File: src/rtl/uart_tx_arbiter.sv
// Round-robin arbiter sharing one uart_tx between NUM_REQ byte-stream requesters.
// A requester keeps the grant across a multi-byte packet until it sends a byte with
// req_last set. Each frame is timed locally from the same baud and clock parameters
// that the transmitter uses.
module uart_tx_arbiter #(
    parameter int unsigned NUM_REQ             = 4,
    parameter int unsigned BYTESIZES           = 8,
    parameter int unsigned BAUDRATE            = 115200,
    parameter int unsigned COUNTER_CLOCK_INPUT = 50_000_000,
    parameter int unsigned STOP_BITS           = 1,
    parameter int unsigned GAP_BITS            = 0
) (
    input  logic                           clock,
    input  logic                           reset,
    input  logic [NUM_REQ-1:0]             req_valid,
    input  logic [NUM_REQ*BYTESIZES-1:0]   req_data,
    input  logic [NUM_REQ-1:0]             req_last,
    output logic [NUM_REQ-1:0]             req_ready,
    output logic                           tx_valid,
    output logic [BYTESIZES-1:0]           tx_data,
    output logic                           busy,
    output logic [$clog2(NUM_REQ)-1:0]     grant_id
);

    localparam int unsigned IdW        = $clog2(NUM_REQ);
    localparam int unsigned ClksPerBit = COUNTER_CLOCK_INPUT / BAUDRATE;
    localparam int unsigned FrameClks  = ClksPerBit * (1 + BYTESIZES + STOP_BITS);
    localparam int unsigned GapClks    = ClksPerBit * GAP_BITS;

    // Reject configurations the arbiter is not built for.
    if (NUM_REQ < 2 || NUM_REQ > 8) begin : gen_bad_num_req
        $error("uart_tx_arbiter: NUM_REQ must be 2..8");
    end
    if (STOP_BITS < 1 || STOP_BITS > 2) begin : gen_bad_stop_bits
        $error("uart_tx_arbiter: STOP_BITS must be 1 or 2");
    end
    if (ClksPerBit == 0) begin : gen_bad_baud
        $error("uart_tx_arbiter: clock too slow for BAUDRATE");
    end

    typedef enum logic [1:0] {
        StIdle,
        StSend,
        StGap
    } state_e;

    state_e               state_q, state_d;
    logic [31:0]          cnt_q, cnt_d;
    logic [IdW-1:0]       rr_q, rr_d;
    logic                 lock_q, lock_d;
    logic [IdW-1:0]       grant_q, grant_d;
    logic [BYTESIZES-1:0] data_q, data_d;

    logic [BYTESIZES-1:0] req_bytes [NUM_REQ];
    logic                 pick_found;
    logic [IdW-1:0]       pick_idx;
    logic [IdW-1:0]       cand_id;
    logic [31:0]          cand;

    // Split the flat data bus into one byte per requester.
    always_comb begin
        for (int i = 0; i < NUM_REQ; i++) begin
            req_bytes[i] = req_data[i*BYTESIZES +: BYTESIZES];
        end
    end

    // Choose the requester to serve: the locked one only, else round-robin from rr+1.
    always_comb begin
        pick_found = 1'b0;
        pick_idx   = '0;
        cand       = '0;
        cand_id    = '0;
        if (lock_q) begin
            if (req_valid[grant_q]) begin
                pick_found = 1'b1;
                pick_idx   = grant_q;
            end
        end else begin
            for (int unsigned k = 1; k <= NUM_REQ; k++) begin
                cand = 32'(rr_q) + k;
                if (cand >= NUM_REQ) begin
                    cand = cand - NUM_REQ;
                end
                cand_id = IdW'(cand);
                if (!pick_found && req_valid[cand_id]) begin
                    pick_found = 1'b1;
                    pick_idx   = cand_id;
                end
            end
        end
    end

    // Next-state logic: grant in idle, time the frame in send, time the idle gap.
    always_comb begin
        state_d   = state_q;
        cnt_d     = cnt_q;
        rr_d      = rr_q;
        lock_d    = lock_q;
        grant_d   = grant_q;
        data_d    = data_q;
        req_ready = '0;

        unique case (state_q)
            StIdle: begin
                // The handshake is suppressed while reset is asserted so no byte is lost.
                if (pick_found && !reset) begin
                    req_ready[pick_idx] = 1'b1;
                    data_d              = req_bytes[pick_idx];
                    grant_d             = pick_idx;
                    rr_d                = pick_idx;
                    lock_d              = ~req_last[pick_idx];
                    cnt_d               = '0;
                    state_d             = StSend;
                end
            end
            StSend: begin
                if (cnt_q == FrameClks - 1) begin
                    cnt_d   = '0;
                    state_d = (GapClks > 0) ? StGap : StIdle;
                end else begin
                    cnt_d = cnt_q + 32'd1;
                end
            end
            StGap: begin
                if (cnt_q == GapClks - 1) begin
                    cnt_d   = '0;
                    state_d = StIdle;
                end else begin
                    cnt_d = cnt_q + 32'd1;
                end
            end
            default: begin
                state_d = StIdle;
                cnt_d   = '0;
            end
        endcase
    end

    // State and datapath registers with synchronous reset.
    always_ff @(posedge clock) begin
        if (reset) begin
            state_q <= StIdle;
            cnt_q   <= '0;
            rr_q    <= '0;
            lock_q  <= 1'b0;
            grant_q <= '0;
            data_q  <= '0;
        end else begin
            state_q <= state_d;
            cnt_q   <= cnt_d;
            rr_q    <= rr_d;
            lock_q  <= lock_d;
            grant_q <= grant_d;
            data_q  <= data_d;
        end
    end

    // Outputs come straight from registered state.
    always_comb begin
        tx_valid = (state_q == StSend);
        tx_data  = data_q;
        busy     = (state_q != StIdle) | lock_q;
        grant_id = grant_q;
    end

endmodule

File: config.mk
export PLATFORM = sky130hd
export DESIGN_NAME = uart_tx_arbiter
export DESIGN_NICKNAME = d
export VERILOG_FILES = /design/src/rtl/uart_tx_arbiter.sv
export SDC_FILE = /design/constraint.sdc
export NUM_CORES = 1
export LEC_CHECK = 0
export BUFFER_PORTS_ARGS = -buffer_cell sky130_fd_sc_hd__buf_2
export CAP_MARGIN = 20
export CORE_MARGIN = 2
export CORE_UTILIZATION = 57
export CTS_BUF_LIST = sky130_fd_sc_hd__clkbuf_8
export DETAILED_ROUTE_END_ITERATION = 12
export PLACE_DENSITY = 0.92
export SLEW_MARGIN = 25
export SYNTH_ARGS = -nofsm -noshare
export SYNTH_HDL_FRONTEND = slang
export SYNTH_SLANG_ARGS = --single-unit
File: constraint.sdc
create_clock -name clock -period 3.7 [get_ports clock]
set_input_delay 0.925 -clock clock [delete_from_list [all_inputs] [get_ports clock]]
set_output_delay 0.925 -clock clock [all_outputs]
set_load 0.01 [all_outputs]
==> summary.log, run 1 <==
qor: clock_network.clock_latency_late_sink 0.30 ns
qor: cells_and_area.final_common_cell sky130_fd_sc_hd__nor2_1
qor: cells_and_area.highest_count_cells_in_the_layout_ignoring_fill_and_taps 67 x sky130_fd_sc_hd__nor2_1, 57 x sky130_fd_sc_hd__buf_2, 44 x sky130_fd_sc_hd__dfxtp_1
qor: timing.setup_viol 0
qor: detailed_routing.vias 3296
qor: logic_synthesis.netlist_area 2967 sq um
qor: timing.hold_slack 0.4962 ns
qor: timing.slew_headroom 45.04%
qor: power.power.density_cell_area 569.6 nW/um^2
qor: logic_synthesis.synth_fp_nets 439
qor: clock_network.cts_inserted_buffers 5
qor: logic_synthesis.synth_top_cell_area_share 29.69%
qor: grt.grt_max_degree 38
qor: floorplan.placement_rows 26
qor: clock_network.htree_levels 2
qor: floorplan.initial_utilization 58.46%
qor: detailed_routing.finalWirelength 7951 um
qor: timing.setup_total_negative_slack 0 ns
qor: power.power.switching_fraction 38.99%
qor: timing.fmax 280.2 MHz
qor: detailed_routing.drt.antenna.violating_nets 0
qor: floorplan.floorplan.die.height 76.14 um
qor: power.seq_power_share 30.3%
qor: logic_synthesis.synth_cells 396
qor: logic_synthesis.dominant_cells_by_area_after_synthesis sky130_fd_sc_hd__dfxtp_1 30%, sky130_fd_sc_hd__nor2_1 8.5%, sky130_fd_sc_hd__mux2i_1 6.7%, sky130_fd_sc_hd__a21oi_1 4.9%, sky130_fd_sc_hd__o21ai_0 3.5%
qor: timing.grt_setup_unrepaired false
qor: power.cell_internal_pwr 1.203 mW
qor: logic_synthesis.yosys_cell_types 55
qor: power.pwr-share-clk 21.8%
qor: power.peak_supply_drop 0.0003380 V
qor: setup_path.maximum_fanout_encountered_on_the_critical_timing_path 9
qor: cells_and_area.fill_cells 398
qor: setup_path.worst-setup-path-type in -> out
qor: timing.layout_skew 0.01051 ns
qor: floorplan.io-pin-count 58
qor: grt.via_count_of_the_first_global_routing_pass 2957
qor: timing.final_max_slew_viol_count 0
qor: place.buffer_ports.inserted 57
qor: detailed_routing.route.detailed.drc 0
qor: logic_synthesis.syn-mean-instance-area 7.491 sq um
qor: logic_synthesis.postSynthRegisterBits 44
qor: timing.worst_margin_slew 0.8243 ns
qor: floorplan.floorplan.die_area 5797 sq um
qor: timing.finalHoldViolations 0
qor: detailed_routing.drt_iter0_drc 298
qor: clock_network.clk_pin_slew 0.07 ns
qor: cells_and_area.area_growth 16.70%
qor: cells_and_area.instances_no_fill 513
qor: cells_and_area.drive_gt1_share 20.99%
qor: logic_synthesis.yosysWarningCount 0
qor: setup_path.cp_data_arrival_time 2.64 ns
qor: clock_network.cts_tree built
qor: floorplan.floorplan.core_area 5075 sq um
qor: cells_and_area.num_antenna_cells 0
qor: grt.grt_remaining_overflow 0
qor: clock_network.ctsRootBufferMaster sky130_fd_sc_hd__clkbuf_8
qor: job.maxCapViolCount 0
qor: setup_path.capturing_element_type_of_the_critical_path output port
qor: detailed_routing.viasPerCell 6.425
qor: detailed_routing.drtPass1Iterations 5
qor: logic_synthesis.synth_area_leader_cell sky130_fd_sc_hd__dfxtp_1
qor: power.power.net_switching 768.8 uW
qor: place.cell_count_after_placement 504
qor: logic_synthesis.synth-edff-count 0
qor: clock_network.number_of_clock_sinks 44
qor: status.run_status completed
qor: grt.initial_antenna_violation_count 0
qor: place.hpwl 5541 um
qor: grt.grt_first_pass_wirelength 12990 um
qor: logic_synthesis.synthArstFlopShare 0%
qor: worst_hold_path.min-delay-path-class reg -> reg
qor: detailed_routing.drt-wirelength-per-cell 15.50 um
qor: place.finalWeightedCongestion 0.8909
qor: setup_path.required 2.77 ns
qor: logic_synthesis.yosysSeqAreaShare 29.69%
qor: logic_synthesis.synth-main-ff-cell sky130_fd_sc_hd__dfxtp_1
qor: timing.layout_worst_path_cycle_share 96.44%
qor: clock_network.cts.hold.buffers_added 0
qor: cells_and_area.design.final.nets 486
qor: power.power_frac_comb 47.9%
qor: clock_network.clock_tree.buffer_depth 2
qor: cells_and_area.postLayoutCoreUtil 68.22%
qor: power.p_leak 1.372 nW
qor: grt.gr-usage-all-layers 26.55%
qor: timing.finalCriticalPeriod 3.568 ns
qor: setup_path.worstSetupStartpointType input pin
qor: floorplan.die_x 76.14 um
[cell families after synthesis]
family / count (synthesis) / synth area share [%]
DFF: 44 / 29.69
adders and majority gates: 1 / 0.4217
muxes: 24 / 8.646
buffers and inverters: 39 / 5.651
AOI/OAI and AO/OA: 117 / 26.78
and+or+nand+nor: 171 / 28.81
[area by class of cell]
class	instances	area (sq um)	area share, %
timing repair buffer	72	397.9	11.49
clock inverter	2	60.06	1.735
sequential	44	880.8	25.44
inverter	7	26.28	0.7589
tap	70	87.58	2.530
clock buffer	5	68.82	1.988
multi-input combinational	313	1941	56.05
[worst paths after layout]
check	from	to	slack, ns	cells past startpoint
worst max-delay path	req_valid[0]	req_ready[0]	0.13	8
worst min-delay path	tx_data[4]	tx_data[4]	0.50	1
worst max register to register	grant_id[1]	tx_data[4]	1.00	9
worst min register to register	tx_data[4]	tx_data[4]	0.50	1
[layer usage]
metal / GRT usage, % / routed length (um) / vias up
li1: - / - / 1577
met1: 32.71 / 3351 / 1534
met2: 46.07 / 3857 / 159
met3: 5.332 / 582 / 26
met4: 9.636 / 161 / 0
met5: 0 / 0 / -
[flip-flops by register name (all words and copies together) (netlist names)]
register	flops
cnt_q	32
tx_data	8
grant_id	2
lock_q	1
state_q	1
[cells in the mapped netlist, types with 4 or more instances]
cell and number:
sky130_fd_sc_hd__clkbuf_1 20, sky130_fd_sc_hd__nor3_1 16, sky130_fd_sc_hd__o22ai_1 10, sky130_fd_sc_hd__nand2_1 27, sky130_fd_sc_hd__buf_2 11, sky130_fd_sc_hd__mux2i_1 20, sky130_fd_sc_hd__a31oi_1 10, sky130_fd_sc_hd__nand3_1 8
sky130_fd_sc_hd__a22oi_1 4, sky130_fd_sc_hd__o21ai_0 21, sky130_fd_sc_hd__dfxtp_1 44, sky130_fd_sc_hd__a21oi_1 29, sky130_fd_sc_hd__o21ai_1 5, sky130_fd_sc_hd__nand4_1 9, sky130_fd_sc_hd__nor2_1 67, sky130_fd_sc_hd__a2bb2oi_1 8
sky130_fd_sc_hd__and3_1 7, sky130_fd_sc_hd__a311oi_1 8, sky130_fd_sc_hd__nor4_1 6, sky130_fd_sc_hd__a221o_1 9, sky130_fd_sc_hd__inv_1 6, sky130_fd_sc_hd__and2_1 6
[power groups by stage]
stage | Combinational, mW | Clock (mW) | Sequential (mW)
final | 0.944 | 0.430 | 0.598
after global placement | 0.862 | 0 | 0.603
after floorplan | 0.646 | 0 | 0.603
after global routing | 1.02 | 0.452 | 0.604
after detailed placement | 0.901 | 0 | 0.606
after CTS | 0.904 | 0.431 | 0.596
[worst max-delay path: stages]
cell and delay (ns):
sky130_fd_sc_hd__buf_2 0.15, sky130_fd_sc_hd__nor3b_1 0.41, sky130_fd_sc_hd__a221oi_4 0.13, sky130_fd_sc_hd__buf_4 0.18
sky130_fd_sc_hd__nand2_4 0.11, sky130_fd_sc_hd__a32o_1 0.43, sky130_fd_sc_hd__nor2b_1 0.18, sky130_fd_sc_hd__buf_2 0.13
[repair_timing]
action / CTS / global route
gates resized for setup: 0 / 3
buffers inserted: 0 / 2
setup endpoints to repair: 0 / 4
[per-stage QoR]
stage	power (mW)	cell area [sq um]	setup WS, ns
global placement	1.465	3304	0.1815
finish	1.972	3462	0.1316
global route	2.074	3462	0.01694
CTS	1.931	3433	0.06498
floorplan	1.249	2967	0.2089
detailed placement	1.507	3304	0.05613
(Power assumes the default switching activity.)
==> run 2: changes to the inputs <==
Settings changed: CORE_ASPECT_RATIO set to 2, PLACE_DENSITY 0.92 to 0.89.
Clock period 3.7 ns to 4.06 ns, I/O delays scaled along.
==> run 2 against run 1 <==
  * Clock-buffer cell count is the same
  * Clock power shrank 23%
  * Worst setup slack gained 0.074 ns
  * Critical endpoint is now req_ready[2]
==> summary.log, run 2 (same netlist as run 1, synthesis figures left out) <==
qor: status.run_status completed
qor: grt.grt_max_degree 39
qor: grt.initial_antenna_violation_count 0
qor: power.p_leak 1.337 nW
qor: timing.finalCriticalPeriod 3.855 ns
qor: timing.final_max_slew_viol_count 0
qor: detailed_routing.viasPerCell 6.552
qor: timing.setup_viol 0
qor: grt.grt_remaining_overflow 0
qor: setup_path.maximum_fanout_encountered_on_the_critical_timing_path 13
qor: setup_path.worst-setup-path-type in -> out
qor: place.cell_count_after_placement 488
qor: grt.grt_first_pass_wirelength 12740 um
qor: floorplan.initial_utilization 58.26%
qor: detailed_routing.vias 3250
qor: clock_network.cts.hold.buffers_added 0
qor: place.placement.setup.worst_slack 0.1361 ns
qor: cells_and_area.instances_no_fill 496
qor: cells_and_area.largest-register cnt_q
qor: grt.via_count_of_the_first_global_routing_pass 3063
qor: timing.worst_margin_slew 0.8682 ns
qor: clock_network.clock_latency_late_sink 0.30 ns
qor: clock_network.cts_tree built
qor: timing.grt_setup_unrepaired false
qor: worst_hold_path.timing.hold.worst_path_depth 1
qor: place.buffer_ports.inserted 57
qor: place.finalWeightedCongestion 0.7926
qor: floorplan.floorplan.die_area 5832 sq um
qor: grt.gr-usage-all-layers 28.59%
qor: detailed_routing.drt_iter0_drc 134
qor: cells_and_area.num_antenna_cells 0
qor: setup_path.ff2ff_path_depth 8
qor: clock_network.number_of_clock_sinks 44
qor: clock_network.htree_levels 2
qor: setup_path.worstSetupStartpointType input pin
qor: detailed_routing.drt-wirelength-per-cell 16.34 um
qor: timing.setup_total_negative_slack 0 ns
qor: floorplan.floorplan.die.height 106.0 um
qor: floorplan.die_x 55.01 um
qor: setup_path.cp_data_arrival_time 2.84 ns
qor: place.hpwl 5961 um
qor: cells_and_area.multi_input_comb_area 1932 sq um
qor: cells_and_area.final_common_cell sky130_fd_sc_hd__nor2_1
qor: clock_network.clock_tree.buffer_depth 2
qor: cells_and_area.largest_register_ffs 32
qor: floorplan.placement_rows 37
qor: cells_and_area.area_growth 13.66%
qor: floorplan.floorplan.core_area 5092 sq um
qor: timing.final_critical_path_setup_slack 0.2051 ns
qor: cells_and_area.highest_count_cells_in_the_layout_ignoring_fill_and_taps 67 x sky130_fd_sc_hd__nor2_1, 57 x sky130_fd_sc_hd__buf_2, 44 x sky130_fd_sc_hd__dfxtp_1
qor: job.maxCapViolCount 0
qor: timing.layout_skew 0.008892 ns
qor: clock_network.clk_pin_slew 0.08 ns
qor: detailed_routing.finalWirelength 8107 um
qor: setup_path.capturing_element_type_of_the_critical_path output port
qor: power.power.density_cell_area 501.6 nW/um^2
qor: clock_network.cts_post_setup_buffers_inserted 0
qor: cells_and_area.drive_gt1_share 19.41%
qor: timing.fmax 259.4 MHz
qor: detailed_routing.route.detailed.drc 0
qor: timing.finalHoldViolations 0
qor: detailed_routing.drt.antenna.violating_nets 0
qor: detailed_routing.drtPass1Iterations 5
qor: cells_and_area.layout.area.seq 880.8 sq um
qor: timing.layout_worst_path_cycle_share 94.95%
qor: cells_and_area.design.final.nets 480
qor: floorplan.io-pin-count 58
qor: power.peak_supply_drop 0.0003756 V
qor: timing.slew_headroom 42.12%
qor: clock_network.ctsRootBufferMaster sky130_fd_sc_hd__clkbuf_8
qor: cells_and_area.fill_cells 443
qor: setup_path.required 3.04 ns
qor: worst_hold_path.min-delay-path-class reg -> reg
qor: clock_network.cts_inserted_buffers 5
-- run 2: path summary, 6_finish.rpt --
path                                   start           end  slack, ns
worst max-delay path            req_valid[3]  req_ready[2]       0.21
worst min-delay path              tx_data[6]    tx_data[6]       0.49
worst max register to register   grant_id[1]    tx_data[4]       1.30
worst min register to register    tx_data[6]    tx_data[6]       0.49
-- run 2: where the power goes --
part	total [mW]	internal, mW	leakage, nW	switching, mW
logic	0.815	0.344	0.920	0.471
clock network	0.330	0.180	0.0593	0.149
registers	0.546	0.487	0.357	0.0597
-- run 2: critical path: stages --
cell and delay (ns):
sky130_fd_sc_hd__buf_2 0.21, sky130_fd_sc_hd__mux2i_1 0.15, sky130_fd_sc_hd__a221oi_4 0.39, sky130_fd_sc_hd__a21oi_1 0.20, sky130_fd_sc_hd__nor3_2 0.19, sky130_fd_sc_hd__a21boi_1 0.31, sky130_fd_sc_hd__and2_1 0.22, sky130_fd_sc_hd__buf_2 0.15
-- run 2: final cells by class --
type                            instances  area share [%]
Clock buffer                            5           2.041
Tap cell                               58           2.152
Timing Repair Buffer                   66           10.46
Sequential cell                        44           26.12
Inverter                                7          0.7792
Clock inverter                          3           1.150
Multi-Input combinational cell        313           57.29
-- run 2: repair_timing --
| item | in CTS | in global routing |
|---|---|---|
| gates resized for setup | 0 | 1 |
| endpoints found under the hold margin | 0 | 0 |
| setup endpoints to repair | 0 | 2 |
-- run 2: per-stage QoR --
| step | total power, mW | util, % | instance area (sq um) | hold WS [ns] |
|---|---|---|---|---|
| after floorplan | 1.139 | - | 2967 | 0.4486 |
| after global placement | 1.330 | 64.00 | 3259 | 0.4643 |
| after detailed placement | 1.354 | 64.00 | 3259 | 0.4647 |
| after CTS | 1.679 | 66.12 | 3367 | 0.4879 |
| after global routing | 1.786 | 66.22 | 3372 | 0.5191 |
| final | 1.691 | 66.22 | 3372 | 0.4939 |
-- run 2: routing by layer --
layer / track usage, % / up-vias / share of wire, %
met3: 4.775 / 29 / 4.3
met2: 53.91 / 114 / 56
met4: 15.16 / 0 / 3.9
li1: - / 1567 / -
met1: 26.32 / 1540 / 36
met5: 0 / - / 0
